`src/rtl/i2c_pkg.sv`:
```
// i2c_pkg: types and constants shared by the I2C target and controller.
//   i2c_tgt_state_t      target FSM states
//   I2C_ACK / I2C_NACK   SDA level of the acknowledge bit
//   I2C_RW_BIT           position of R/W in the address byte (1 = read)
//   I2C_*_HZ, helpers    bus-speed constants common to both endpoints
package i2c_pkg;

    typedef enum logic [3:0] {
        ST_IDLE,
        ST_ADDR,
        ST_ADDR_ACK,
        ST_PTR,
        ST_WR_DATA,
        ST_WR_ACK,
        ST_RD_DATA,
        ST_RD_ACK,
        ST_IGNORE
    } i2c_tgt_state_t;

    localparam logic I2C_ACK  = 1'b0;
    localparam logic I2C_NACK = 1'b1;

    localparam int I2C_RW_BIT = 0;

    localparam int unsigned I2C_SYS_CLK_HZ       = 16_000_000;
    localparam int unsigned I2C_SCL_STD_HZ       = 100_000;
    localparam int unsigned I2C_SCL_FAST_HZ      = 400_000;
    // Shortest SCL high or low phase, in clk cycles, that the target resolves.
    localparam int unsigned I2C_MIN_PHASE_CYCLES = 6;

    // clk cycles in one SCL half period at the given bus rate.
    function automatic int unsigned i2c_half_period(input int unsigned scl_hz);
        return I2C_SYS_CLK_HZ / (2 * scl_hz);
    endfunction

endpackage

```
`src/rtl/i2c_line_sync.sv`:
```
// i2c_line_sync: brings raw SCL/SDA into the clk domain and decodes bus events.
//   clk, rst          system clock, synchronous active-high reset
//   i_scl, i_sda      raw pin levels
//   o_sda            synchronized SDA, aligned with the event pulses
//   o_scl_rise/fall  one-cycle SCL edge pulses
//   o_start/o_stop   one-cycle START (SDA falls, SCL high) / STOP (SDA rises, SCL high)
// Pin-to-pulse latency is SYNC_STAGES + 1 clk cycles.
module i2c_line_sync
    import i2c_pkg::*;
#(
    parameter int SYNC_STAGES = 2
) (
    input  logic clk,
    input  logic rst,
    input  logic i_scl,
    input  logic i_sda,
    output logic o_sda,
    output logic o_scl_rise,
    output logic o_scl_fall,
    output logic o_start,
    output logic o_stop
);

    // Fewer than two flops would not resolve metastability.
    localparam int STAGES = (SYNC_STAGES < 2) ? 2 : SYNC_STAGES;

    logic [STAGES-1:0] r_scl_sync;
    logic [STAGES-1:0] r_sda_sync;
    logic              r_scl_hist;
    logic              r_sda_hist;
    logic              r_scl_rise;
    logic              r_scl_fall;
    logic              r_start;
    logic              r_stop;

    logic w_scl;
    logic w_sda;

    assign w_scl = r_scl_sync[STAGES-1];
    assign w_sda = r_sda_sync[STAGES-1];

    always_ff @(posedge clk) begin
        if (rst) begin
            // Reset to the idle-bus level so leaving reset on a quiet bus makes no event.
            r_scl_sync <= '1;
            r_sda_sync <= '1;
            r_scl_hist <= 1'b1;
            r_sda_hist <= 1'b1;
            r_scl_rise <= 1'b0;
            r_scl_fall <= 1'b0;
            r_start    <= 1'b0;
            r_stop     <= 1'b0;
        end else begin
            // NOTE: non-blocking assignments let every flop here sample the pre-edge
            // value of its neighbour, which is what makes this a shift chain.
            r_scl_sync <= {r_scl_sync[STAGES-2:0], i_scl};
            r_sda_sync <= {r_sda_sync[STAGES-2:0], i_sda};
            r_scl_hist <= w_scl;
            r_sda_hist <= w_sda;
            r_scl_rise <= w_scl & ~r_scl_hist;
            r_scl_fall <= ~w_scl & r_scl_hist;
            // SCL must be high on both samples so an SDA edge coincident with an SCL edge is data.
            r_start    <= w_scl & r_scl_hist & ~w_sda &  r_sda_hist;
            r_stop     <= w_scl & r_scl_hist &  w_sda & ~r_sda_hist;
        end
    end

    // The history flop holds the SDA level the registered pulses were decoded from.
    assign o_sda      = r_sda_hist;
    assign o_scl_rise = r_scl_rise;
    assign o_scl_fall = r_scl_fall;
    assign o_start    = r_start;
    assign o_stop     = r_stop;

endmodule

```
`src/rtl/i2c_target.sv`:
```
// i2c_target: I2C target endpoint with a pointer-based 8-bit register port.
//   clk, rst     system clock, synchronous active-high reset
//   scl_i, sda_i raw bus pin levels
//   sda_oe       1 = pull SDA low, 0 = release
//   reg_addr     register pointer for the current access
//   reg_we       one-cycle write strobe, reg_wdata valid with it
//   reg_re       one-cycle read request; reg_rdata is captured on the next clk edge
//   busy         high from a matched address ACK until STOP, read NACK or mismatch
// The first byte after a write address loads the pointer; every data byte
// written or ACKed on read advances it with mod-256 wrap.
module i2c_target
    import i2c_pkg::*;
#(
    parameter logic [6:0] DEV_ADDR    = 7'h42,
    parameter int         SYNC_STAGES = 2
) (
    input  logic       clk,
    input  logic       rst,
    input  logic       scl_i,
    input  logic       sda_i,
    output logic       sda_oe,
    output logic [7:0] reg_addr,
    output logic       reg_we,
    output logic [7:0] reg_wdata,
    output logic       reg_re,
    input  logic [7:0] reg_rdata,
    output logic       busy
);

    logic w_sda;
    logic w_scl_rise;
    logic w_scl_fall;
    logic w_start;
    logic w_stop;

    i2c_line_sync #(
        .SYNC_STAGES (SYNC_STAGES)
    ) u_line_sync (
        .clk        (clk),
        .rst        (rst),
        .i_scl      (scl_i),
        .i_sda      (sda_i),
        .o_sda      (w_sda),
        .o_scl_rise (w_scl_rise),
        .o_scl_fall (w_scl_fall),
        .o_start    (w_start),
        .o_stop     (w_stop)
    );

    i2c_tgt_state_t r_state;
    i2c_tgt_state_t w_state_next;

    logic [3:0] r_bit_cnt;
    logic [7:0] r_shift;
    logic [7:0] r_ptr;
    logic       r_rw;
    logic       r_sda_oe;
    logic       r_busy;
    logic       r_reg_we;
    logic [7:0] r_reg_wdata;
    logic       r_load;      // reg_rdata is valid: load the shift register
    logic       r_drive;     // shift register loaded: put its MSB on SDA
    logic       r_rd_acked;  // controller ACKed the last read byte

    logic w_reg_re;
    logic w_byte_done;
    logic w_addr_match;

    assign w_byte_done  = (r_bit_cnt == 4'd8);
    assign w_addr_match = (r_shift[7:1] == DEV_ADDR);

    always_comb begin
        // NOTE: every output of this block gets a default first, so no path
        // leaves one unassigned and no latch is inferred.
        w_state_next = r_state;
        w_reg_re     = 1'b0;
        if (w_stop) begin
            w_state_next = ST_IDLE;
        end else if (w_start) begin
            w_state_next = ST_ADDR;
        end else begin
            unique case (r_state)
                ST_IDLE, ST_IGNORE: ;
                ST_ADDR:
                    if (w_scl_fall && w_byte_done)
                        w_state_next = w_addr_match ? ST_ADDR_ACK : ST_IGNORE;
                ST_ADDR_ACK:
                    if (w_scl_fall) begin
                        if (r_rw) begin
                            w_state_next = ST_RD_DATA;
                            w_reg_re     = 1'b1;
                        end else begin
                            w_state_next = ST_PTR;
                        end
                    end
                ST_PTR, ST_WR_DATA:
                    if (w_scl_fall && w_byte_done) w_state_next = ST_WR_ACK;
                ST_WR_ACK:
                    if (w_scl_fall) w_state_next = ST_WR_DATA;
                ST_RD_DATA:
                    if (w_scl_fall && w_byte_done) w_state_next = ST_RD_ACK;
                ST_RD_ACK:
                    if (w_scl_rise && (w_sda == I2C_NACK)) begin
                        w_state_next = ST_IGNORE;
                    end else if (w_scl_fall && r_rd_acked) begin
                        w_state_next = ST_RD_DATA;
                        w_reg_re     = 1'b1;
                    end
                default: w_state_next = ST_IDLE;
            endcase
        end
    end

    always_ff @(posedge clk) begin
        if (rst) begin
            r_state     <= ST_IDLE;
            r_bit_cnt   <= '0;
            r_shift     <= '0;
            r_ptr       <= '0;
            r_rw        <= 1'b0;
            r_sda_oe    <= 1'b0;
            r_busy      <= 1'b0;
            r_reg_we    <= 1'b0;
            r_reg_wdata <= '0;
            r_load      <= 1'b0;
            r_drive     <= 1'b0;
            r_rd_acked  <= 1'b0;
        end else begin
            r_state  <= w_state_next;
            r_reg_we <= 1'b0;
            r_load   <= w_reg_re;
            r_drive  <= r_load;
            // The pointer advances in the cycle after the write strobe was seen.
            if (r_reg_we) r_ptr <= r_ptr + 8'd1;

            if (w_stop) begin
                r_sda_oe   <= 1'b0;
                r_busy     <= 1'b0;
                r_bit_cnt  <= '0;
                r_rd_acked <= 1'b0;
                r_load     <= 1'b0;
                r_drive    <= 1'b0;
            end else if (w_start) begin
                // Repeated START: pointer and busy are kept for the next access.
                r_sda_oe   <= 1'b0;
                r_bit_cnt  <= '0;
                r_rd_acked <= 1'b0;
                r_load     <= 1'b0;
                r_drive    <= 1'b0;
            end else begin
                if (r_load) r_shift <= reg_rdata;
                if (r_drive) begin
                    r_sda_oe  <= ~r_shift[7];
                    r_shift   <= {r_shift[6:0], 1'b0};
                    r_bit_cnt <= 4'd1;
                end

                unique case (r_state)
                    ST_ADDR, ST_PTR, ST_WR_DATA: begin
                        if (w_scl_rise && !w_byte_done) begin
                            r_shift   <= {r_shift[6:0], w_sda};
                            r_bit_cnt <= r_bit_cnt + 4'd1;
                        end
                        if (w_scl_rise && (r_bit_cnt == 4'd7) && (r_state == ST_WR_DATA)) begin
                            r_reg_we    <= 1'b1;
                            r_reg_wdata <= {r_shift[6:0], w_sda};
                        end
                        // Byte decisions wait for SCL to fall, so a START/STOP in
                        // the 8th high phase still overrides them.
                        if (w_scl_fall && w_byte_done) begin
                            r_bit_cnt <= '0;
                            if (r_state == ST_ADDR) begin
                                if (w_addr_match) begin
                                    r_sda_oe <= 1'b1;
                                    r_busy   <= 1'b1;
                                    r_rw     <= r_shift[I2C_RW_BIT];
                                end else begin
                                    r_busy <= 1'b0;
                                end
                            end else begin
                                r_sda_oe <= 1'b1;
                                if (r_state == ST_PTR) r_ptr <= r_shift;
                            end
                        end
                    end
                    ST_ADDR_ACK, ST_WR_ACK: begin
                        if (w_scl_fall) begin
                            r_sda_oe  <= 1'b0;
                            r_bit_cnt <= '0;
                        end
                    end
                    ST_RD_DATA: begin
                        if (w_scl_fall) begin
                            if (w_byte_done) begin
                                r_sda_oe   <= 1'b0;
                                r_bit_cnt  <= '0;
                                r_rd_acked <= 1'b0;
                            end else begin
                                r_sda_oe  <= ~r_shift[7];
                                r_shift   <= {r_shift[6:0], 1'b0};
                                r_bit_cnt <= r_bit_cnt + 4'd1;
                            end
                        end
                    end
                    ST_RD_ACK: begin
                        if (w_scl_rise) begin
                            if (w_sda == I2C_ACK) begin
                                r_rd_acked <= 1'b1;
                                r_ptr      <= r_ptr + 8'd1;
                            end else begin
                                r_busy <= 1'b0;
                            end
                        end
                        if (w_scl_fall && r_rd_acked) r_rd_acked <= 1'b0;
                    end
                    default: r_sda_oe <= 1'b0;
                endcase
            end
        end
    end

    // Reset must free the bus in the cycle it is seen, not one edge later.
    assign sda_oe    = r_sda_oe & ~rst;
    assign reg_re    = w_reg_re & ~rst;
    assign reg_addr  = r_ptr;
    assign reg_we    = r_reg_we;
    assign reg_wdata = r_reg_wdata;
    assign busy      = r_busy;

endmodule

```
`config.mk`:
```
export PLATFORM = sky130hd
export DESIGN_NAME = i2c_target
export DESIGN_NICKNAME = d
export VERILOG_FILES = /design/src/rtl/i2c_pkg.sv /design/src/rtl/i2c_line_sync.sv /design/src/rtl/i2c_target.sv
export SDC_FILE = /design/constraint.sdc
export NUM_CORES = 1
export LEC_CHECK = 0
export CORE_UTILIZATION = 56
export DETAILED_ROUTE_END_ITERATION = 8
export PLACE_DENSITY = 0.8
export SYNTH_ARGS = -nofsm -noshare
export SYNTH_HDL_FRONTEND = slang
export SYNTH_HIERARCHICAL = 1
export SYNTH_SLANG_ARGS = --single-unit
```
`constraint.sdc`:
```
create_clock -name clk -period 2.1 [get_ports clk]
set_input_delay 0.315 -clock clk [delete_from_list [all_inputs] [get_ports clk]]
set_output_delay 0.315 -clock clk [all_outputs]
set_load 0.01 [all_outputs]
```
== Word-level counts from Yosys, hierarchy flattened ==
Index checks and enable logic that the tools add are counted.

* Bits in registers: 49

* Add/sub/neg operators: 2
* Eq/ne operators: 32
* Mux-type cells: 61
* Bitwise gates (word level): 19
* Reductions and logical operators: 24

{| class="wikitable"
|+ Operators with widths
! kind !! number
|-
| $mux 8 || 13
|-
| $mux 4 || 14
|-
| $pmux 8 s2 || 2
|-
| $pmux 4 s7 || 1
|-
| $mux 1 || 25
|-
| $eq 4x3->1 const B || 5
|-
| $reduce_and 7->1 || 2
|-
| $ne 2x1->1 const B || 6
|-
| $ne 2x2->1 const B || 6
|-
| $ne 3x2->1 const B || 4
|-
| $pmux 4 s3 || 1
|-
| $reduce_and 6->1 || 2
|-
| $not 1->1 || 10
|-
| $and 1x1->1 || 9
|-
| $add 8x1->8 const B || 1
|-
| $eq 4x2->1 const B || 2
|-
| $eq 4x4->1 const B || 2
|-
| $reduce_or 2->1 || 4
|-
| $eq 7x7->1 const B || 1
|-
| $logic_and 1x1->1 || 6
|-
| $ne 3x1->1 const B || 2
|-
| $ne 3x3->1 const B || 2
|-
| $pmux 1 s2 || 3
|-
| $reduce_or 3->1 || 2
|-
| other kinds (12) || 13
|}

== Longest topological paths before layout ==
* Depth after elaboration: 8
* Mapped depth: 7
* Mapped depth without buffers: 7

== By module ==
The synthesis kept the hierarchy.

{| class="wikitable"
|+ Modules (own cells, without submodules)
! module !! instances !! cells an instance !! area an instance (µm²) !! seq. area each (µm²)
|-
| i2c_target || 1 || 302 || 2488.6 || 780.7
|-
| i2c_line_sync || 1 || 22 || 300.3 || 200.2
|}

== Least setup slack after synthesis ==
OpenSTA, ideal clock, no wires.

* Kind: register -> register
* From: reg r_state[0]
* To: reg r_bit_cnt[3]
* Setup time: 0.120 ns
* Data arrival time: 1.450 ns
* Required time: 1.980 ns
* Path slack: 0.530 ns
* Stages on the path, launching flop included: 7
* Path buffers: 1
* Period minus slack after synthesis: 1.570 ns
* Cell sequence: dfxtp_1 > buf_4 > nor2_2 > a22o_4 > nand2_1 > o311a_1 > a211o_1

* Word-level cells in the longest chain between the ends: 3
* Elaborated cells on any way between the ends: 9
* Those cells by class: 6 x eq/ne; 1 x mux; 2 x reduce/logical

{| class="wikitable"
|+ RTL lines
! item !! line !! RTL
|-
| start: declaration || i2c_target.sv:50 || <nowiki>i2c_tgt_state_t r_state;</nowiki>
|-
| start signal: assignment || i2c_target.sv:129 || <nowiki>r_state <= w_state_next;</nowiki>
|-
| $eq 4x3->1, or another cell as far along || i2c_target.sv:158 || <nowiki>unique case (r_state)</nowiki>
|-
| $reduce_or 3->1 or $reduce_or 2->1 (tied branches) || i2c_target.sv:158 ||
|-
| $pmux 4 s3 * || i2c_target.sv:158 ||
|-
| end signal: assignment || i2c_target.sv:162 || <nowiki>r_bit_cnt <= r_bit_cnt + 4'd1;</nowiki>
|-
| end signal: assignment || i2c_target.sv:201 || <nowiki>r_bit_cnt <= r_bit_cnt + 4'd1;</nowiki>
|-
| end: declaration || i2c_target.sv:53 || <nowiki>logic [3:0] r_bit_cnt;</nowiki>
|}

Mark *: on every way between the ends. The rest lies on a longest branch, timed or not.
A chain may end at the register's enable or synchronous reset.

== Final worst setup path ==
* From: in rst
* To: out sda_oe

* Word-level cells in the longest chain between the ends: 2

{| class="wikitable"
|+ RTL lines
! item !! line !! RTL
|-
| start: declaration || i2c_target.sv:18 || <nowiki>input logic rst,</nowiki>
|-
| $not 1->1 || i2c_target.sv:223 || <nowiki>assign sda_oe = r_sda_oe & ~rst;</nowiki>
|-
| $and 1x1->1 || i2c_target.sv:223 ||
|-
| end: declaration || i2c_target.sv:21 || <nowiki>output logic sda_oe,</nowiki>
|}

No other way between the ends.

==> results.sh <==
export IMPL_antenna_found_initial=0
export IMPL_grt_use_total_pct=28.39
export IMPL_clkTransAtPathRegs_ns=0.08
export IMPL_die_h_um=72.57
export IMPL_cpMostUsedCell="clkdlybuf4s50_1"
export IMPL_mappedNetlistNets=339
export IMPL_hold_path_class="reg2reg"
export IMPL_grt_ovfl_total=0
export IMPL_io_buffers=31
export IMPL_synth_main_ff_cell="dfxtp_1"
export IMPL_rsz0062_at_grt="no"
export IMPL_fmaxAchievable_mhz=500.9
export IMPL_wl_um=7031
export IMPL_area_delta_synth_final_pct=20.14
export IMPL_fin_skew_ns=0.01084
export IMPL_core_area_um2=4755
export IMPL_crit_start="rst"
export IMPL_setup_ws_ns=0.1036
export IMPL_initial_core_util_pct=58.66
export IMPL_synth_area_um2=2789
export IMPL_synthArstFlopShare_pct=0
export IMPL_vias_per_cell=5.993
export IMPL_postCtsSetupBuffers=0
export IMPL_synth_seq_area_share_pct=35.17
export IMPL_ctsHoldBuffers=0
export IMPL_grt_pass1_wl_um=11610
export IMPL_min_period_ns=1.996
export IMPL_worstPathCellList="clkdlybuf4s50_1, buf_6, nor2b_1, clkdlybuf4s50_1"
export IMPL_cts_buffers_inserted=5
export IMPL_worst_path_max_delay_cell="clkdlybuf4s50_1"
export IMPL_synth_seq_cells=49
export IMPL_htreeDepth=2
export IMPL_cp_max_fo=22
export IMPL_cts_buffer_depth=2
export IMPL_leakage_nw=1.256
export IMPL_cp_end_kind="output pin"
export IMPL_reg2reg_slack_ns=0.20
export IMPL_synth_top_cell_area_share_pct=35.17
export IMPL_cap_violations=0
export IMPL_outcome="finished clean"
export IMPL_critPathMaxStageDelay_ns=0.54
export IMPL_finish_utilization_pct=70.47
export IMPL_r2r_end="reg_addr[5]"
export IMPL_fin_nets=380
export IMPL_pre_cts_slack_ns=0.02719
export IMPL_wire_per_inst_um=16.24
export IMPL_die_x_um=72.57
export IMPL_synth_area_leaders="dfxtp_1 35%, mux2i_1 5.7%, nor2_1 4.6%"
export IMPL_synth_cells=324
export IMPL_postSynthAreaPerCell_um2=8.608
export IMPL_place_gp_congestion=0.9146
export IMPL_grt_pass1_vias=2455
export IMPL_r2r_cells=7
export IMPL_p_total_mw=1.598
export IMPL_dieArea_um2=5266
export IMPL_critPathKind="in2out"
export IMPL_hold_violations=0
export IMPL_critPathLaunchType="primary input"
export IMPL_setup_viol=0
export IMPL_cts_root_buf="clkbuf_8"
export IMPL_initialDrtViolationCount=186
export IMPL_grt_max_degree=23
export IMPL_worst_slew_pin_slew_ns=0.5209
export IMPL_synth_area_leader_cell="dfxtp_1"
export IMPL_powerDensity_nw_per_um2=476.8
export IMPL_yosys_cell_types_count=62
export IMPL_yosysWarnings=6
export IMPL_synth_edf_count=0
export IMPL_row_count=25
export IMPL_drive_gt1_share_pct=14.48
export IMPL_drt_pass1_iter_count=4
export IMPL_critPathArrivalTime_ns=1.68
export IMPL_worst_path_buf_inv=3
export IMPL_dr_total_vias=2595
export IMPL_diodes=0
export IMPL_drv_slew=0
export IMPL_place_detailed_hpwl_um=5140
export IMPL_drcViolationCount=0
export IMPL_slew_limit_headroom_pct=65.22
export IMPL_fin_crit_sh_pct=95.07
export IMPL_timing_rr_start="r_bit_cnt[0]"
export IMPL_endpoint="sda_oe"
export IMPL_clk_latency_ns=0.31
export IMPL_setup_tns_ns=0
export IMPL_cts_tree="yes"
export IMPL_path_delay_family="buffers and inverters"
export IMPL_ir_drop_v=0.0005290
export IMPL_clock_sinks=49
export IMPL_ant_nets=0
export IMPL_path_depth=4
export IMPL_worstPathRequired_ns=1.78
export IMPL_io_pins=32
export IMPL_whs_ns=0.4171
## through the flow
step	instance area (µm²)	cells
final	3351	433
after global routing	3351	433
after CTS	3347	433
after detailed placement	3251	425
after global placement	3251	425
after floorplan	2789	324
## report_power, final
group | leakage [nW] | switching, mW | internal, mW | total [mW]
clock network | 0.0385 | 0.309 | 0.236 | 0.545
registers | 0.397 | 0.00933 | 0.936 | 0.946
logic | 0.821 | 0.0543 | 0.0528 | 0.107
## final cells by class
cell class | count | area (µm²)
Multi-Input combinational cell | 242 | 1673
Fill cell | 412 | 1404
Sequential cell | 49 | 983.4
Timing Repair Buffer | 52 | 470.5
Tap cell | 67 | 83.83
Clock buffer | 7 | 76.32
Inverter | 15 | 56.30
Clock inverter | 1 | 7.507
## placed cells by master, fill, tap and decap left out, drive strengths merged, types with 8 or more instances in the layout
cell type	instances
or2	8
buf	21
nor2	37
mux2i	16
inv	15
a22oi	9
a211oi	9
a21oi	12
o22ai	8
clkdlybuf4s50	30
dfxtp	49
nand2	25
nor3	10
nand3	12
## logic make-up (layout without fill, tap and decap cells)
logic type | Yosys count | count (layout) | share of synthesized area (%)
buffers and inverters | 33 | 75 | 5.249
xor gates and xnor gates | 14 | 14 | 4.397
adders and majority gates | 3 | 3 | 1.346
and+or+nand+nor | 136 | 136 | 27.19
muxes | 17 | 17 | 6.146
DFF | 49 | 49 | 35.17
AOI/OAI and AO/OA | 72 | 72 | 20.50
## per-layer routing
metal  part of all wire, %  track usage, %
met1                    44           39.02
met2                    46           42.89
met3                   7.0           4.834
met4                   2.9           14.38
met5                     0               0
## state kept, by name (all words and copies together) (netlist names), 2 cells and up
name	count
reg_wdata	8
r_bit_cnt	4
reg_addr	8
u_line_sync/r_scl_sync	2
r_shift	8
r_state	4
u_line_sync/r_sda_sync	2
## what timing repair did
item / in CTS / in global routing
pin swaps: 0 / 0
cloned: 0 / 0
resized for setup: 5 / 1
endpoints found under the setup margin: 1 / 1
## cell usage after synthesis, types with 3 or more instances
master,number
or2_1,6
buf_4,5
a31oi_1,3
a221o_1,6
clkbuf_1,8
nor2_1,34
nand2b_1,7
a22oi_1,8
o22ai_1,8
mux2i_1,16
and2_1,5
and3_1,3
buf_2,3
nand4_1,5
nor2b_1,5
xnor2_1,7
or3_1,3
dfxtp_1,49
a21oi_1,11
ha_1,3
o211ai_1,5
a211oi_2,3
nor2_2,3
a211oi_1,6
nand3_1,12
nor3_1,10
inv_1,15
xor2_1,7
o21ai_0,4
nand2_1,24
## how the worst min path moves through the flow
stage                                         start                         to  slack, ns  depth (start not counted)
after floorplan           u_line_sync/r_scl_sync[0]  u_line_sync/r_scl_sync[1]       0.38                          1
after global placement    u_line_sync/r_sda_sync[0]  u_line_sync/r_sda_sync[1]       0.39                          1
after detailed placement  u_line_sync/r_scl_sync[0]  u_line_sync/r_scl_sync[1]       0.40                          1
after CTS                 u_line_sync/r_scl_sync[0]  u_line_sync/r_scl_sync[1]       0.42                          1
after global routing      u_line_sync/r_sda_sync[0]  u_line_sync/r_sda_sync[1]       0.46                          1
final                     u_line_sync/r_scl_sync[0]  u_line_sync/r_scl_sync[1]       0.42                          1
Power figures use the tool's default switching activity.
